<file path="src/rtl/vga_sync_pixel_pipe_if.sv">
// Framebuffer read port between the VGA pixel pipe (master) and the pixel memory (slave).
// fb_rd_en is a valid-only strobe: the memory has no ready and accepts every cycle.
// pixel_data returns exactly MEM_LATENCY cycles after the fb_addr it belongs to.
interface vga_sync_pixel_pipe_if #(
  parameter int ADDR_WIDTH         = 17,
  parameter int COLOR_CHANNEL_BITS = 3
);
  logic [ADDR_WIDTH-1:0]           fb_addr;
  logic                            fb_rd_en;
  logic [3*COLOR_CHANNEL_BITS-1:0] pixel_data;

  modport master (
    output fb_addr,
    output fb_rd_en,
    input  pixel_data
  );

  modport slave (
    input  fb_addr,
    input  fb_rd_en,
    output pixel_data
  );
endinterface

</file>
<file path="src/rtl/vga_sync_pixel_pipe.sv">
// VGA sync/blank generation and framebuffer read path, with the sync/blank
// signals delayed to match the framebuffer read latency before the DAC register.
module vga_sync_pixel_pipe #(
  parameter int C_VERT_NUM_PIXELS  = 480,
  parameter int C_VERT_SYNC_START  = 493,
  parameter int C_VERT_SYNC_END    = 494,
  parameter int C_HORZ_NUM_PIXELS  = 640,
  parameter int C_HORZ_SYNC_START  = 659,
  parameter int C_HORZ_SYNC_END    = 754,
  parameter int RES_SHIFT          = 1,
  parameter int ADDR_WIDTH         = 17,
  parameter int MEM_LATENCY        = 1,
  parameter int COLOR_CHANNEL_BITS = 3
) (
  input  logic                 vga_clock,
  input  logic                 resetn,
  input  logic [9:0]           xCounter,
  input  logic [9:0]           yCounter,
  vga_sync_pixel_pipe_if.master fb,
  output logic [9:0]           VGA_R,
  output logic [9:0]           VGA_G,
  output logic [9:0]           VGA_B,
  output logic                 VGA_HS,
  output logic                 VGA_VS,
  output logic                 VGA_BLANK,
  output logic                 VGA_SYNC,
  output logic                 frame_start
);

  localparam int CB   = COLOR_CHANNEL_BITS;
  localparam int REPS = (10 + CB - 1) / CB;

  localparam logic [9:0]  H_VIS      = 10'(C_HORZ_NUM_PIXELS);
  localparam logic [9:0]  V_VIS      = 10'(C_VERT_NUM_PIXELS);
  localparam logic [9:0]  H_SYNC_S   = 10'(C_HORZ_SYNC_START);
  localparam logic [9:0]  H_SYNC_E   = 10'(C_HORZ_SYNC_END);
  localparam logic [9:0]  V_SYNC_S   = 10'(C_VERT_SYNC_START);
  localparam logic [9:0]  V_SYNC_E   = 10'(C_VERT_SYNC_END);
  localparam logic [31:0] FB_WIDTH   = 32'(C_HORZ_NUM_PIXELS >> RES_SHIFT);

  // Control bits that travel alongside the pixel through the pipe.
  typedef struct packed {
    logic hs_n;
    logic vs_n;
    logic visible;
    logic frame;
  } ctl_t;

  localparam ctl_t CTL_IDLE = '{hs_n: 1'b1, vs_n: 1'b1, visible: 1'b0, frame: 1'b0};

  ctl_t        ctl_next;
  ctl_t        ctl_s1;
  ctl_t        ctl_dly [MEM_LATENCY];
  ctl_t        ctl_mem;
  logic [31:0] addr_full;

  logic [CB-1:0] pix_r;
  logic [CB-1:0] pix_g;
  logic [CB-1:0] pix_b;

  // Repeat the channel MSB-first and keep the top 10 bits.
  function automatic logic [9:0] expand(input logic [CB-1:0] c);
    logic [REPS*CB-1:0] rep;
    rep = {REPS{c}};
    return rep[REPS*CB-1 -: 10];
  endfunction

  always_comb begin
    ctl_next         = CTL_IDLE;
    ctl_next.visible = (xCounter < H_VIS) && (yCounter < V_VIS);
    ctl_next.hs_n    = !((xCounter >= H_SYNC_S) && (xCounter <= H_SYNC_E));
    ctl_next.vs_n    = !((yCounter >= V_SYNC_S) && (yCounter <= V_SYNC_E));
    ctl_next.frame   = (xCounter == 10'd0) && (yCounter == 10'd0);
    addr_full        = (({22'd0, yCounter}) >> RES_SHIFT) * FB_WIDTH
                     + (({22'd0, xCounter}) >> RES_SHIFT);
  end

  // Stage 1: address only advances on visible pixels, so it never leaves the framebuffer.
  always_ff @(posedge vga_clock or negedge resetn) begin
    if (!resetn) begin
      ctl_s1      <= CTL_IDLE;
      fb.fb_addr  <= '0;
      fb.fb_rd_en <= 1'b0;
    end else begin
      ctl_s1      <= ctl_next;
      fb.fb_rd_en <= ctl_next.visible;
      if (ctl_next.visible) begin
        fb.fb_addr <= addr_full[ADDR_WIDTH-1:0];
      end
    end
  end

  always_ff @(posedge vga_clock or negedge resetn) begin
    if (!resetn) begin
      for (int i = 0; i < MEM_LATENCY; i++) begin
        ctl_dly[i] <= CTL_IDLE;
      end
    end else begin
      ctl_dly[0] <= ctl_s1;
      for (int i = 1; i < MEM_LATENCY; i++) begin
        ctl_dly[i] <= ctl_dly[i-1];
      end
    end
  end

  assign ctl_mem = ctl_dly[MEM_LATENCY-1];
  assign pix_r   = fb.pixel_data[3*CB-1 -: CB];
  assign pix_g   = fb.pixel_data[2*CB-1 -: CB];
  assign pix_b   = fb.pixel_data[CB-1:0];

  always_ff @(posedge vga_clock or negedge resetn) begin
    if (!resetn) begin
      VGA_R       <= '0;
      VGA_G       <= '0;
      VGA_B       <= '0;
      VGA_HS      <= 1'b1;
      VGA_VS      <= 1'b1;
      VGA_BLANK   <= 1'b0;
      frame_start <= 1'b0;
    end else begin
      VGA_HS      <= ctl_mem.hs_n;
      VGA_VS      <= ctl_mem.vs_n;
      VGA_BLANK   <= ctl_mem.visible;
      frame_start <= ctl_mem.frame;
      if (ctl_mem.visible) begin
        VGA_R <= expand(pix_r);
        VGA_G <= expand(pix_g);
        VGA_B <= expand(pix_b);
      end else begin
        VGA_R <= '0;
        VGA_G <= '0;
        VGA_B <= '0;
      end
    end
  end

  assign VGA_SYNC = 1'b1;

endmodule

</file>
<file path="src/flat_wrapper.sv">
// flat-port wrapper written by rule: the top's interface ports become plain ports
module vga_sync_pixel_pipe_flat 
#(
  parameter int C_VERT_NUM_PIXELS  = 480,
  parameter int C_VERT_SYNC_START  = 493,
  parameter int C_VERT_SYNC_END    = 494,
  parameter int C_HORZ_NUM_PIXELS  = 640,
  parameter int C_HORZ_SYNC_START  = 659,
  parameter int C_HORZ_SYNC_END    = 754,
  parameter int RES_SHIFT          = 1,
  parameter int ADDR_WIDTH         = 17,
  parameter int MEM_LATENCY        = 1,
  parameter int COLOR_CHANNEL_BITS = 3
)
  (vga_clock, resetn, xCounter, yCounter, VGA_R, VGA_G, VGA_B, VGA_HS, VGA_VS, VGA_BLANK, VGA_SYNC, frame_start, fb_fb_addr, fb_fb_rd_en, fb_pixel_data);
  vga_sync_pixel_pipe_if #(.ADDR_WIDTH(ADDR_WIDTH), .COLOR_CHANNEL_BITS(COLOR_CHANNEL_BITS)) fb_i ();
  input  logic vga_clock;
  input  logic resetn;
  input  logic [9:0] xCounter;
  input  logic [9:0] yCounter;
  output logic [9:0] VGA_R;
  output logic [9:0] VGA_G;
  output logic [9:0] VGA_B;
  output logic VGA_HS;
  output logic VGA_VS;
  output logic VGA_BLANK;
  output logic VGA_SYNC;
  output logic frame_start;
  output wire logic [$bits(fb_i.fb_addr)-1:0] fb_fb_addr;
  output wire logic [$bits(fb_i.fb_rd_en)-1:0] fb_fb_rd_en;
  input wire logic [$bits(fb_i.pixel_data)-1:0] fb_pixel_data;
  assign fb_fb_addr = fb_i.fb_addr;
  assign fb_fb_rd_en = fb_i.fb_rd_en;
  assign fb_i.pixel_data = fb_pixel_data;
  vga_sync_pixel_pipe #(.C_VERT_NUM_PIXELS(C_VERT_NUM_PIXELS), .C_VERT_SYNC_START(C_VERT_SYNC_START), .C_VERT_SYNC_END(C_VERT_SYNC_END), .C_HORZ_NUM_PIXELS(C_HORZ_NUM_PIXELS), .C_HORZ_SYNC_START(C_HORZ_SYNC_START), .C_HORZ_SYNC_END(C_HORZ_SYNC_END), .RES_SHIFT(RES_SHIFT), .ADDR_WIDTH(ADDR_WIDTH), .MEM_LATENCY(MEM_LATENCY), .COLOR_CHANNEL_BITS(COLOR_CHANNEL_BITS)) u_core (.vga_clock(vga_clock), .resetn(resetn), .xCounter(xCounter), .yCounter(yCounter), .fb(fb_i), .VGA_R(VGA_R), .VGA_G(VGA_G), .VGA_B(VGA_B), .VGA_HS(VGA_HS), .VGA_VS(VGA_VS), .VGA_BLANK(VGA_BLANK), .VGA_SYNC(VGA_SYNC), .frame_start(frame_start));
endmodule
</file>
<file path="config.mk">
export PLATFORM = sky130hd
export DESIGN_NAME = vga_sync_pixel_pipe_flat
export DESIGN_NICKNAME = d
export VERILOG_FILES = /design/src/rtl/vga_sync_pixel_pipe_if.sv /design/src/rtl/vga_sync_pixel_pipe.sv /design/src/flat_wrapper.sv
export SDC_FILE = /design/constraint.sdc
export NUM_CORES = 1
export LEC_CHECK = 0
export BUFFER_PORTS_ARGS = -buffer_cell sky130_fd_sc_hd__buf_2
export CORE_ASPECT_RATIO = 2
export CORE_MARGIN = 2
export CORE_UTILIZATION = 40
export CTS_BUF_LIST = sky130_fd_sc_hd__clkbuf_4
export CTS_CLUSTER_DIAMETER = 40
export DETAILED_ROUTE_END_ITERATION = 12
export GPL_ROUTABILITY_DRIVEN = 0
export HOLD_SLACK_MARGIN = 0.12
export PLACE_DENSITY_LB_ADDON = 0.25
export REMOVE_ABC_BUFFERS = 1
export SLEW_MARGIN = 5
export SYNTH_ARGS = -nofsm -noshare
export SYNTH_HDL_FRONTEND = slang
export SYNTH_SLANG_ARGS = --single-unit
</file>
<file path="constraint.sdc">
create_clock -name vga_clock -period 0.8 [get_ports vga_clock]
set_input_delay 0.2 -clock vga_clock [delete_from_list [all_inputs] [get_ports vga_clock]]
set_output_delay 0.2 -clock vga_clock [all_outputs]
set_load 0.05 [all_outputs]
</file>
==> flow_summary.yaml <==
sta:
  finalMaxSlewViolations: 0
  holdWs_ps: 104
  rsz0062_at_grt: "yes"
  finalHoldViolCount: 0
  fin_skew_ps: 11.3
  post-route-min-period_ps: 1810
  setup_slack_ps: -1010
  max_clock_freq_mhz: 551
  setup_violations: 70
  fin_crit_sh: 2.27
route:
  wl_per_cell_um: 16.6
  drtAntennaViolNets: 0
  drtIter0Drc: 58
  vias: 1971
  wl_um: 6550
  first_pass_iters: 4
  drc: 0
  vias_per_cell: 5.00
place:
  place_inst: 355
  dp_hpwl_um: 4120
  place.port_buffers: 82
finish:
  fin_cells: 394
  final_cell_mix: "buf_6 (68), buf_4 (49), dfrtp_1 (27)"
  final_common_cell: "buf_6"
  syn2layout_area_growth_pct: 83.6
  nNetsFinal: 385
  drive_gt1_frac: 0.655
  num_antenna_cells: 0
logic_synthesis:
  ys_seq_area_frac: 0.448
  synth_area_leaders: "dfrtp_1 (37%), ha_1 (9.9%), buf_4 (7.7%)"
  yosys_register_bits: 38
  synth_top_area_cell: "dfrtp_1"
  yosys_warnings: 0
  synth.distinct_cells: 42
  synth_top_area_share: 0.374
  syn_area_um2: 2140
  synth_cells: 191
  synthArstFlopShare: 1.00
  synth_area_per_cell_um2: 11.2
  ys.flop_type: "dfrtp_1"
  synth_edf_count: 0
grt:
  grt_first_pass_wirelength_um: 9860
  grt_max_degree: 15
  grt_pass1_vias: 2059
  grt-ovfl-total: 0
  antenna_found_initial: 0
  grt_usage: 0.215
power:
  peakVddDrop_mv: 1.49
  p_leak_nw: 1.84
  power_density_nw_per_um2: 1870
clock_network:
  clk_latency_ps: 370
  cts-root-buf: "clkbuf_4"
  cts_buffers: 5
  cts_tree: "built"
  clk_path_buf_depth: 2
  h-tree-depth: 2
  numClockSinks: 38
  clkTransAtPathRegs_ps: 120
critical_path:
  critPathLaunchType: "primary input"
  path_class: "in2reg"
  worstSetupEndpointType: "register"
  critPathRequiredTime_ps: 1090
  cp.arrival_ps: 2110
  path_max_fanout: 2
floorplanning:
  core_um2: 5140
  initial_core_util: 0.417
  io_pins: 84
  rows: 37
  fp.dieH_um: 107
  dieArea_um2: 5990
  die_width_um: 55.7
job:
  drv_cap: 0
status:
  outcome: "finished, violations left"
  violations: "setup timing"
hold_path:
  hold_class: "in2reg"
[worst max-delay path, cell delays in order]
cell and delay [ps]:
buf_8 100, ha_4 230, ha_4 160, fa_2 380
a211oi_4 290, o21ai_2 100, buf_4 140, a211oi_2 160
a31o_2 140, o21ai_2 50, a31oi_1 150
[power by group]
part / switching [mW] / internal [mW] / leakage, nW
registers: 0.216 / 2.18 / 0.451
clock network: 0.677 / 0.326 / 0.0286
logic: 2.11 / 1.84 / 1.36
total: 3.01 / 4.35 / 1.84
[what timing repair did]
action | in CTS | in global routing
hold buffers | 10 | 1
pin swaps | 29 | 14
gates resized for setup | 174 | 32
setup buffers | 12 | 9
endpoints found under the setup margin | 70 | 74
hold endpoints to repair | 51 | 5
[per-stage QoR]
stage | TNS, ps | utilization | setup WS, ps | power, mW | cell area, µm²
5_1_grt | -32040 | 0.765 | -1100 | 7.73 | 3930
2_1_floorplan | -40530 | - | -1520 | 4.19 | 1970
4_1_cts | -28610 | 0.728 | -998 | 7.14 | 3740
3_3_place_gp | -19370 | 0.549 | -1700 | 5.12 | 2820
3_5_place_dp | -20040 | 0.549 | -1770 | 5.17 | 2820
6_report | -29080 | 0.765 | -1010 | 7.36 | 3930
[synth_stat cells, drive strengths merged (2+ instances only)]
master	instances
dfrtp	32
buf	23
ha	17
nor2	16
and2	10
mux2	10
a21oi	9
xnor2	7
dfstp	6
inv	6
o21ai	6
xor2	6
nor4	5
a211oi	4
nand2	4
a21o	3
and3	3
nand3	3
a31oi	2
and4	2
fa	2
nor3	2
[cell families (layout without fill, tap and decap cells)]
group | Yosys count | after routing | synth area share
adders and majority gates | 19 | 19 | 0.118
muxes | 11 | 11 | 0.0573
buffers and inverters | 30 | 175 | 0.0918
DFF | 38 | 38 | 0.448
AOI/OAI and AO/OA | 30 | 30 | 0.0883
other | 1 | 1 | 0.00175
xor gates and xnor gates | 13 | 13 | 0.0602
and+or+nand+nor | 49 | 49 | 0.135
[state kept, by name (all words and copies together) (netlist names)]
name and cells:
u_core.fb.fb_addr 17, u_core.fb.fb_rd_en 1, u_core.frame_start 1, u_core.VGA_G 3, u_core.VGA_HS 1, u_core.VGA_VS 1
u_core.ctl_dly 4, u_core.VGA_R 3, u_core.ctl_s1 3, u_core.VGA_B 3, u_core.VGA_BLANK 1
[per-layer routing]
layer | global-route usage | vias to the layer above | part of all wire
met1 | 0.215 | 946 | 0.35
met4 | 0.0976 | 0 | 0.023
met5 | 0 | - | 0
met3 | 0.0445 | 11 | 0.053
li1 | - | 929 | -
met2 | 0.411 | 85 | 0.58
[final cells by class]
class                      count  area [µm²]
clock buffer                   5        37.5
tap                           58        72.6
inverter                       6        22.5
clock inverter                 3        16.3
timing repair buffer         161        1520
multi-input combinational    123        1290
sequential                    38         965
fill                         311        1210
[worst paths after layout]
check,end,slack (ps),from,cells past startpoint
hold reg to reg,u_core.VGA_HS$_DFF_PN1_,350,u_core.ctl_dly[3]$_DFF_PN1_,0
setup / recovery,u_core.fb.fb_addr[16]$_DFFE_PN0P_,-1010,yCounter[4],11
setup reg to reg,u_core.fb.fb_addr[5]$_DFFE_PN0P_,-130,u_core.fb.fb_addr[5]$_DFFE_PN0P_,2
hold / removal,u_core.fb.fb_addr[4]$_DFFE_PN0P_,100,xCounter[5],2
min in group asynchronous,u_core.fb.fb_addr[2]$_DFFE_PN0P_,210,resetn,2
max in group asynchronous,u_core.ctl_dly[1]$_DFF_PN0_,120,resetn,3
(Power assumes the default switching activity.)
